<file path="src/rtl/booth_mult_pkg.sv">
// booth_mult_pkg: shared types and constants for the booth_mult slice.
//   state_e     - FSM states of the sequential Booth multiplier
//   TEMP_*      - bit positions inside the 6-bit temp status bus
package booth_mult_pkg;

    typedef enum logic [1:0] {
        LOAD = 2'd0,
        ITER = 2'd1,
        DONE = 2'd2
    } state_e;

    localparam int unsigned TEMP_CNT_LSB = 0;
    localparam int unsigned TEMP_BUSY    = 4;
    localparam int unsigned TEMP_DONE    = 5;

endpackage : booth_mult_pkg

</file>
<file path="src/rtl/booth_step.sv">
// booth_step: one combinational radix-2 Booth iteration.
//   Recodes {q_i[0], q1_i}, adds/subtracts the multiplicand, then performs
//   the arithmetic right shift of {acc, Q, q_1}.
// Ports:
//   acc_i [WIDTH-1:0]  accumulator (signed)
//   q_i   [WIDTH-1:0]  multiplier / low product bits
//   q1_i               extra bit to the right of Q
//   m_i   [WIDTH-1:0]  multiplicand (signed)
//   acc_o, q_o, q1_o   shifted next values
module booth_step #(
    parameter int WIDTH = 8
) (
    input  logic [WIDTH-1:0] acc_i,
    input  logic [WIDTH-1:0] q_i,
    input  logic             q1_i,
    input  logic [WIDTH-1:0] m_i,
    output logic [WIDTH-1:0] acc_o,
    output logic [WIDTH-1:0] q_o,
    output logic             q1_o
);

    logic [WIDTH:0] acc_x;
    logic [WIDTH:0] m_x;
    logic [WIDTH:0] sum;

    // The add/sub is carried one bit wider so the shift replicates the true
    // sign. A plain WIDTH-bit wrap would flip the sign of -2^(W-1) * -2^(W-1);
    // the shifted accumulator always fits back into WIDTH bits.
    always_comb begin
        acc_x = {acc_i[WIDTH-1], acc_i};
        m_x   = {m_i[WIDTH-1], m_i};
        unique case ({q_i[0], q1_i})
            2'b01:   sum = acc_x + m_x;
            2'b10:   sum = acc_x - m_x;
            default: sum = acc_x;
        endcase
    end

    assign acc_o = sum[WIDTH:1];
    assign q_o   = {sum[0], q_i[WIDTH-1:1]};
    assign q1_o  = q_i[0];

endmodule : booth_step

</file>
<file path="src/rtl/booth_mult.sv">
// booth_mult: free-running sequential radix-2 Booth multiplier.
//   LOAD samples A/B, ITER runs WIDTH Booth steps, DONE publishes Z, then
//   the cycle repeats (period WIDTH+2 clocks). No handshake.
// Ports:
//   clk               rising-edge clock
//   rst_n             asynchronous active-low reset
//   A    [WIDTH-1:0]  multiplicand, signed
//   B    [WIDTH-1:0]  multiplier, signed
//   Z    [2W-1:0]     registered signed product of the last operation
//   temp [5:0]        status: [3:0] iteration count, [4] busy, [5] done
// Configuration:
//   BOOTH_MULT_STATUS_EN  defined: temp carries status; undefined: temp = 0.
module booth_mult
    import booth_mult_pkg::*;
#(
    parameter int WIDTH = 8
) (
    input  logic                 clk,
    input  logic                 rst_n,
    input  logic [WIDTH-1:0]     A,
    input  logic [WIDTH-1:0]     B,
    output logic [2*WIDTH-1:0]   Z,
    output logic [5:0]           temp
);

    localparam int CNT_W = ($clog2(WIDTH + 1) < 4) ? 4 : $clog2(WIDTH + 1);

    state_e                state_q, state_d;
    logic [WIDTH-1:0]      m_q,     m_d;
    logic [WIDTH-1:0]      acc_q,   acc_d;
    logic [WIDTH-1:0]      q_q,     q_d;
    logic                  q1_q,    q1_d;
    logic [CNT_W-1:0]      cnt_q,   cnt_d;
    logic [2*WIDTH-1:0]    z_q,     z_d;

    logic [WIDTH-1:0]      step_acc;
    logic [WIDTH-1:0]      step_q;
    logic                  step_q1;

    booth_step #(
        .WIDTH (WIDTH)
    ) u_step (
        .acc_i (acc_q),
        .q_i   (q_q),
        .q1_i  (q1_q),
        .m_i   (m_q),
        .acc_o (step_acc),
        .q_o   (step_q),
        .q1_o  (step_q1)
    );

    always_ff @(posedge clk or negedge rst_n) begin
        if (!rst_n) begin
            state_q <= LOAD;
            m_q     <= '0;
            acc_q   <= '0;
            q_q     <= '0;
            q1_q    <= 1'b0;
            cnt_q   <= '0;
            z_q     <= '0;
        end else begin
            state_q <= state_d;
            m_q     <= m_d;
            acc_q   <= acc_d;
            q_q     <= q_d;
            q1_q    <= q1_d;
            cnt_q   <= cnt_d;
            z_q     <= z_d;
        end
    end

    always_comb begin
        state_d = state_q;
        m_d     = m_q;
        acc_d   = acc_q;
        q_d     = q_q;
        q1_d    = q1_q;
        cnt_d   = cnt_q;
        z_d     = z_q;
        unique case (state_q)
            LOAD: begin
                m_d     = A;
                acc_d   = '0;
                q_d     = B;
                q1_d    = 1'b0;
                cnt_d   = '0;
                state_d = ITER;
            end
            ITER: begin
                acc_d = step_acc;
                q_d   = step_q;
                q1_d  = step_q1;
                cnt_d = cnt_q + CNT_W'(1);
                if (cnt_d == CNT_W'(WIDTH)) begin
                    state_d = DONE;
                end
            end
            DONE: begin
                z_d     = {acc_q, q_q};
                // Cleared here so the count reads 0 throughout LOAD.
                cnt_d   = '0;
                state_d = LOAD;
            end
            default: begin
                state_d = LOAD;
            end
        endcase
    end

    assign Z = z_q;

`ifdef BOOTH_MULT_STATUS_EN
    logic [31:0] cnt_ext;

    always_comb begin
        temp    = '0;
        cnt_ext = 32'(cnt_q);
        temp[TEMP_CNT_LSB +: 4] = (cnt_ext > 32'd15) ? 4'hF : cnt_ext[3:0];
        temp[TEMP_BUSY]         = (state_q == ITER);
        temp[TEMP_DONE]         = (state_q == DONE);
    end
`else
    assign temp = '0;
`endif

endmodule : booth_mult

</file>
<file path="config.mk">
export PLATFORM = sky130hd
export DESIGN_NAME = booth_mult
export DESIGN_NICKNAME = d
export VERILOG_FILES = /design/src/rtl/booth_mult_pkg.sv /design/src/rtl/booth_step.sv /design/src/rtl/booth_mult.sv
export SDC_FILE = /design/constraint.sdc
export NUM_CORES = 1
export LEC_CHECK = 0
export CAP_MARGIN = 20
export CORE_UTILIZATION = 56
export CTS_BUF_LIST = sky130_fd_sc_hd__clkbuf_8
export DETAILED_ROUTE_END_ITERATION = 8
export HOLD_SLACK_MARGIN = 0.15
export PLACE_DENSITY_LB_ADDON = 0.1
export SYNTH_ARGS = -nofsm -noshare
export SYNTH_HDL_FRONTEND = slang
export SYNTH_SLANG_ARGS = --single-unit
export TNS_END_PERCENT = 50
</file>
<file path="constraint.sdc">
create_clock -name clk -period 2.9 [get_ports clk]
set_input_delay 0.725 -clock clk [delete_from_list [all_inputs] [get_ports clk]]
set_output_delay 0.725 -clock clk [all_outputs]
set_load 0.01 [all_outputs]
</file>
==> results by stage <==
Synth:
- In this run, synthesis produced a sequential element count of 47.
- Yosys attributes the largest share of cell area to sky130_fd_sc_hd__dfrtp_1 (45%), sky130_fd_sc_hd__mux2_2 (6.9%), sky130_fd_sc_hd__ha_1 (5.8%).
- In the synthesized netlist the dominant register cell turns out to be sky130_fd_sc_hd__dfrtp_1.
- Yosys mapped the design onto 43 distinct sky130hd cell types.
- Summing the sequential cell areas from Yosys gives roughly 45% of the chip area.
- The post-synthesis cell area is 2604 µm².
- The cell taking the most area after synthesis is sky130_fd_sc_hd__dfrtp_1.
- The synthesized design devotes to its leading area cell type approximately 45% of total area.
- Synthesis produced a netlist whose cell count is 266.
- The async set-or-reset flop fraction in the synthesized netlist is between 90% and 100%.
- Counting instances in the post-synthesis netlist gives the leading cell types as sky130_fd_sc_hd__dfrtp_1 (47), sky130_fd_sc_hd__nand2_1 (29), sky130_fd_sc_hd__o21ai_0 (28).
- The Yosys step of the flow raised 0 warnings.
- Yosys mapped a number of flops with a built-in enable equal to 0.
- The most frequent cell after synthesis is sky130_fd_sc_hd__dfrtp_1.
- Each instance of the synthesized netlist takes up on average just under 10 µm².

GRT:
- The initial antenna violation count came to 0.
- Global routing used 22.43% of the available tracks across all layers.
- Entering global routing, the biggest net connects 38 pins.
- The aggregate global routing overflow is 0.
- The via count of the first global-routing pass is 1,827.
- The wire length of the first global-routing pass is ~8.7 mm.

Clocking:
- After clock tree synthesis, the clock-pin slew on the worst setup and hold paths is approximately 0.090 ns.
- The clock buffer count from CTS is 5.
- The setup fix buffers added after clock tree synthesis is 0.
- Counting every sink on the clock net gives 47.
- TritonCTS built the clock tree.
- The clock passes through at most 2 buffers.
- The root buffer cell is sky130_fd_sc_hd__clkbuf_8.
- The number of hold-repair buffers added at the cts stage is 0.
- At the later pin of the worst-skew pair, clock insertion delay measures 0.31 ns.
- The CTS H-tree depth is 2.
- The post-cts repair resize count is 0.

Place:
- Counting tap cells, the placed design contains a total of 345 instances.
- The post-placement cell area is 2969 µm².
- The congestion estimate from routability-driven global placement came to 0.9436.
- The estimated wirelength of the detail-placed design is 3.460 mm.
- Input and output buffers added on the ports amount to 33.

Worst setup path:
- Data on the critical path is required at its endpoint by 3.13 ns.
- STA classifies the critical path endpoint as a flop.
- Data arrives at the worst endpoint at 2.80 ns.
- The master of the slowest instance on the critical path is sky130_fd_sc_hd__dfrtp_1.
- STA classifies the critical path startpoint as a flop.
- The cell with the most instances on the worst path is sky130_fd_sc_hd__ha_1.
- The cell class contributing the biggest share of worst-path delay is compound AO/OA/AOI/OAI gates.
- The signal on the critical path passes through inv_1, ha_1, buf_4, a21oi_1, xnor2_1, ha_1, a211oi_2, o21bai_1, or3_1, and2_4, o211ai_2.
- Along the worst path, the maximum fanout reaches 8.
- The critical path is of the flop to flop type.
- The maximum cell stage delay along the critical path is 0.38 ns.
- The number of buffers and inverters on the critical path is 2.
- For flop-to-flop paths, the worst setup slack is 0.33 ns.

Run:
- The number of max-capacitance violations reported is 0.

STA:
- The final critical delay including setup and external delays is around 2.6 ns.
- The final count of negative-setup-slack endpoints is 0.
- The clock tree skew after final layout is 0.009370 ns.
- The pin slew with the least headroom to its limit is between 0.9 and 1 ns.
- Hold timing on the final database bottoms out at a slack of 0.1858 ns.
- In this run the tightest slew margin relative to its limit is 34.15%.
- The final cycle utilization of the critical path is between 80 and 90%.
- The peak clock frequency supported by timing is 0.3895 GHz.
- Setup repair after global routing left no endpoint under its margin.
- The number of hold-slack violations in the final timing report is 0.
- The count of pins over their slew limit came to 0.
- Setup total negative slack on the finished layout was measured at 0 ns.

Worst hold path:
- The path class of the tightest hold or removal check is input port to asynchronous set/reset pin.

Floorplan:
- The chip width is 70.19 µm.
- The standard cell core area is 4414 µm².
- Measured along the y axis, the die boundary spans 70.19 µm.
- The effective utilization at floorplan is 58.99%.
- During I/O placement, the number of pins put on the boundary was 40.
- The placement row count is 24.
- The floorplan step defined a die boundary enclosing 4926 µm².

Drt:
- The wire length per cell after detailed routing is approximately 14 µm.
- The sum of routed wire length over all layers is 4.828 mm.
- After detailed routing, the number of vias per cell comes to 5.385.
- In the routed design, unresolved DRC markers number 0.
- The first detailed-routing pass ran for 4 iterations.
- For this block, the initial DRC count from the detailed router was 120.
- The count of nets left with antenna violations once routing finished came out at 0.
- The detailed-route via count is 1,901.

Power:
- The peak ir drop on the vdd network is 0.3682 mV.
- The static leakage is 0.001337 µW.
- The total power per unit cell area is 785.5 nW/µm².

Final layout:
- Once layout is done, the placed cells without fillers occupy approximately 3100 µm².
- The area growth from synthesis to layout is 18.02%.
- Leaving out filler cells and counting taps, the final layout contains 353.
- 0 antenna diodes ended up in the layout.
- The number of nets in the final layout is between 300 and 400.
- The post-route netlist has 12.62% of its cells at a drive strength greater than 1.

Outcome:
- The flow ran to the end, and the final reports show no timing, DRC or antenna violations.
power by group:
group          total, µW  leakage, µW  switching (µW)  internal [µW]
clock network        439    0.0000505             222            217
registers           1000     0.000572             157            846
logic                972     0.000715             464            508
registers in the layout, indices dropped and copies added (netlist names):
name / flops
Z: 16
state_q: 2
q1_q: 1
cnt_q: 4
m_q: 8
q_q: 8
acc_q: 8
layer usage:
metal	up-vias	part of all wire (%)	GRT usage, %
li1	972	-	-
met3	11	3.4	3.752
met2	50	44	33.65
met4	0	2.0	8.667
met5	-	0	0
met1	868	51	32.60
kinds of logic (layout without fill, tap and decap cells):
group                      Yosys count  after routing  synth area share (%)
AOI/OAI and AO/OA                   62             62                 14.32
xor gates and xnor gates            12             12                 4.037
adders and majority gates           13             13                 6.535
buffers and inverters               32             62                 5.718
DFF                                 47             47                 45.17
muxes                               25             25                 10.38
other                                1              6                0.1440
and+or+nand+nor                     74             74                 13.70
layout make-up:
cell class,count,area (µm²)
Fill cell,369,1341
Multi-Input combinational cell,192,1297
Sequential cell,47,1176
Timing Repair Buffer,40,377.9
Clock buffer,7,96.34
Tap cell,52,65.06
Inverter,14,52.55
Clock inverter,1,7.507
cells in the final DEF, fill, tap and decap left out, drive strengths merged, types with 6 or more instances in the layout:
cell,n
ha,12
clkdlybuf4s50,32
buf,8
xnor2,9
clkbuf,7
o21ai,30
mux2i,9
inv,14
dfrtp,47
conb,6
mux2,16
nor2,17
a21oi,15
nand2,29
stage by stage:
| step | power (µW) | util (%) | setup slack, ns |
|---|---|---|---|
| 5_1_grt | 2593 | 69.61 | 0.1042 |
| 2_1_floorplan | 1610 | - | 0.4120 |
| 6_report | 2414 | 69.61 | 0.3324 |
| 3_5_place_dp | 1979 | 67.26 | 0.3508 |
| 4_1_cts | 2425 | 69.61 | 0.3123 |
| 3_3_place_gp | 1957 | 67.26 | 0.3884 |
path summary, 6_finish.rpt:
kind | depth (start not counted) | from | end
min | 1 | rst_n | Z[3]
max reg2reg | 11 | q1_q | acc_q[7]
max in group asynchronous | 2 | rst_n | m_q[0]
min in group clk | 2 | Z[13] | Z[13]
min reg2reg | 2 | Z[13] | Z[13]
max | 11 | q1_q | acc_q[7]
Power figures use the tool's default switching activity.
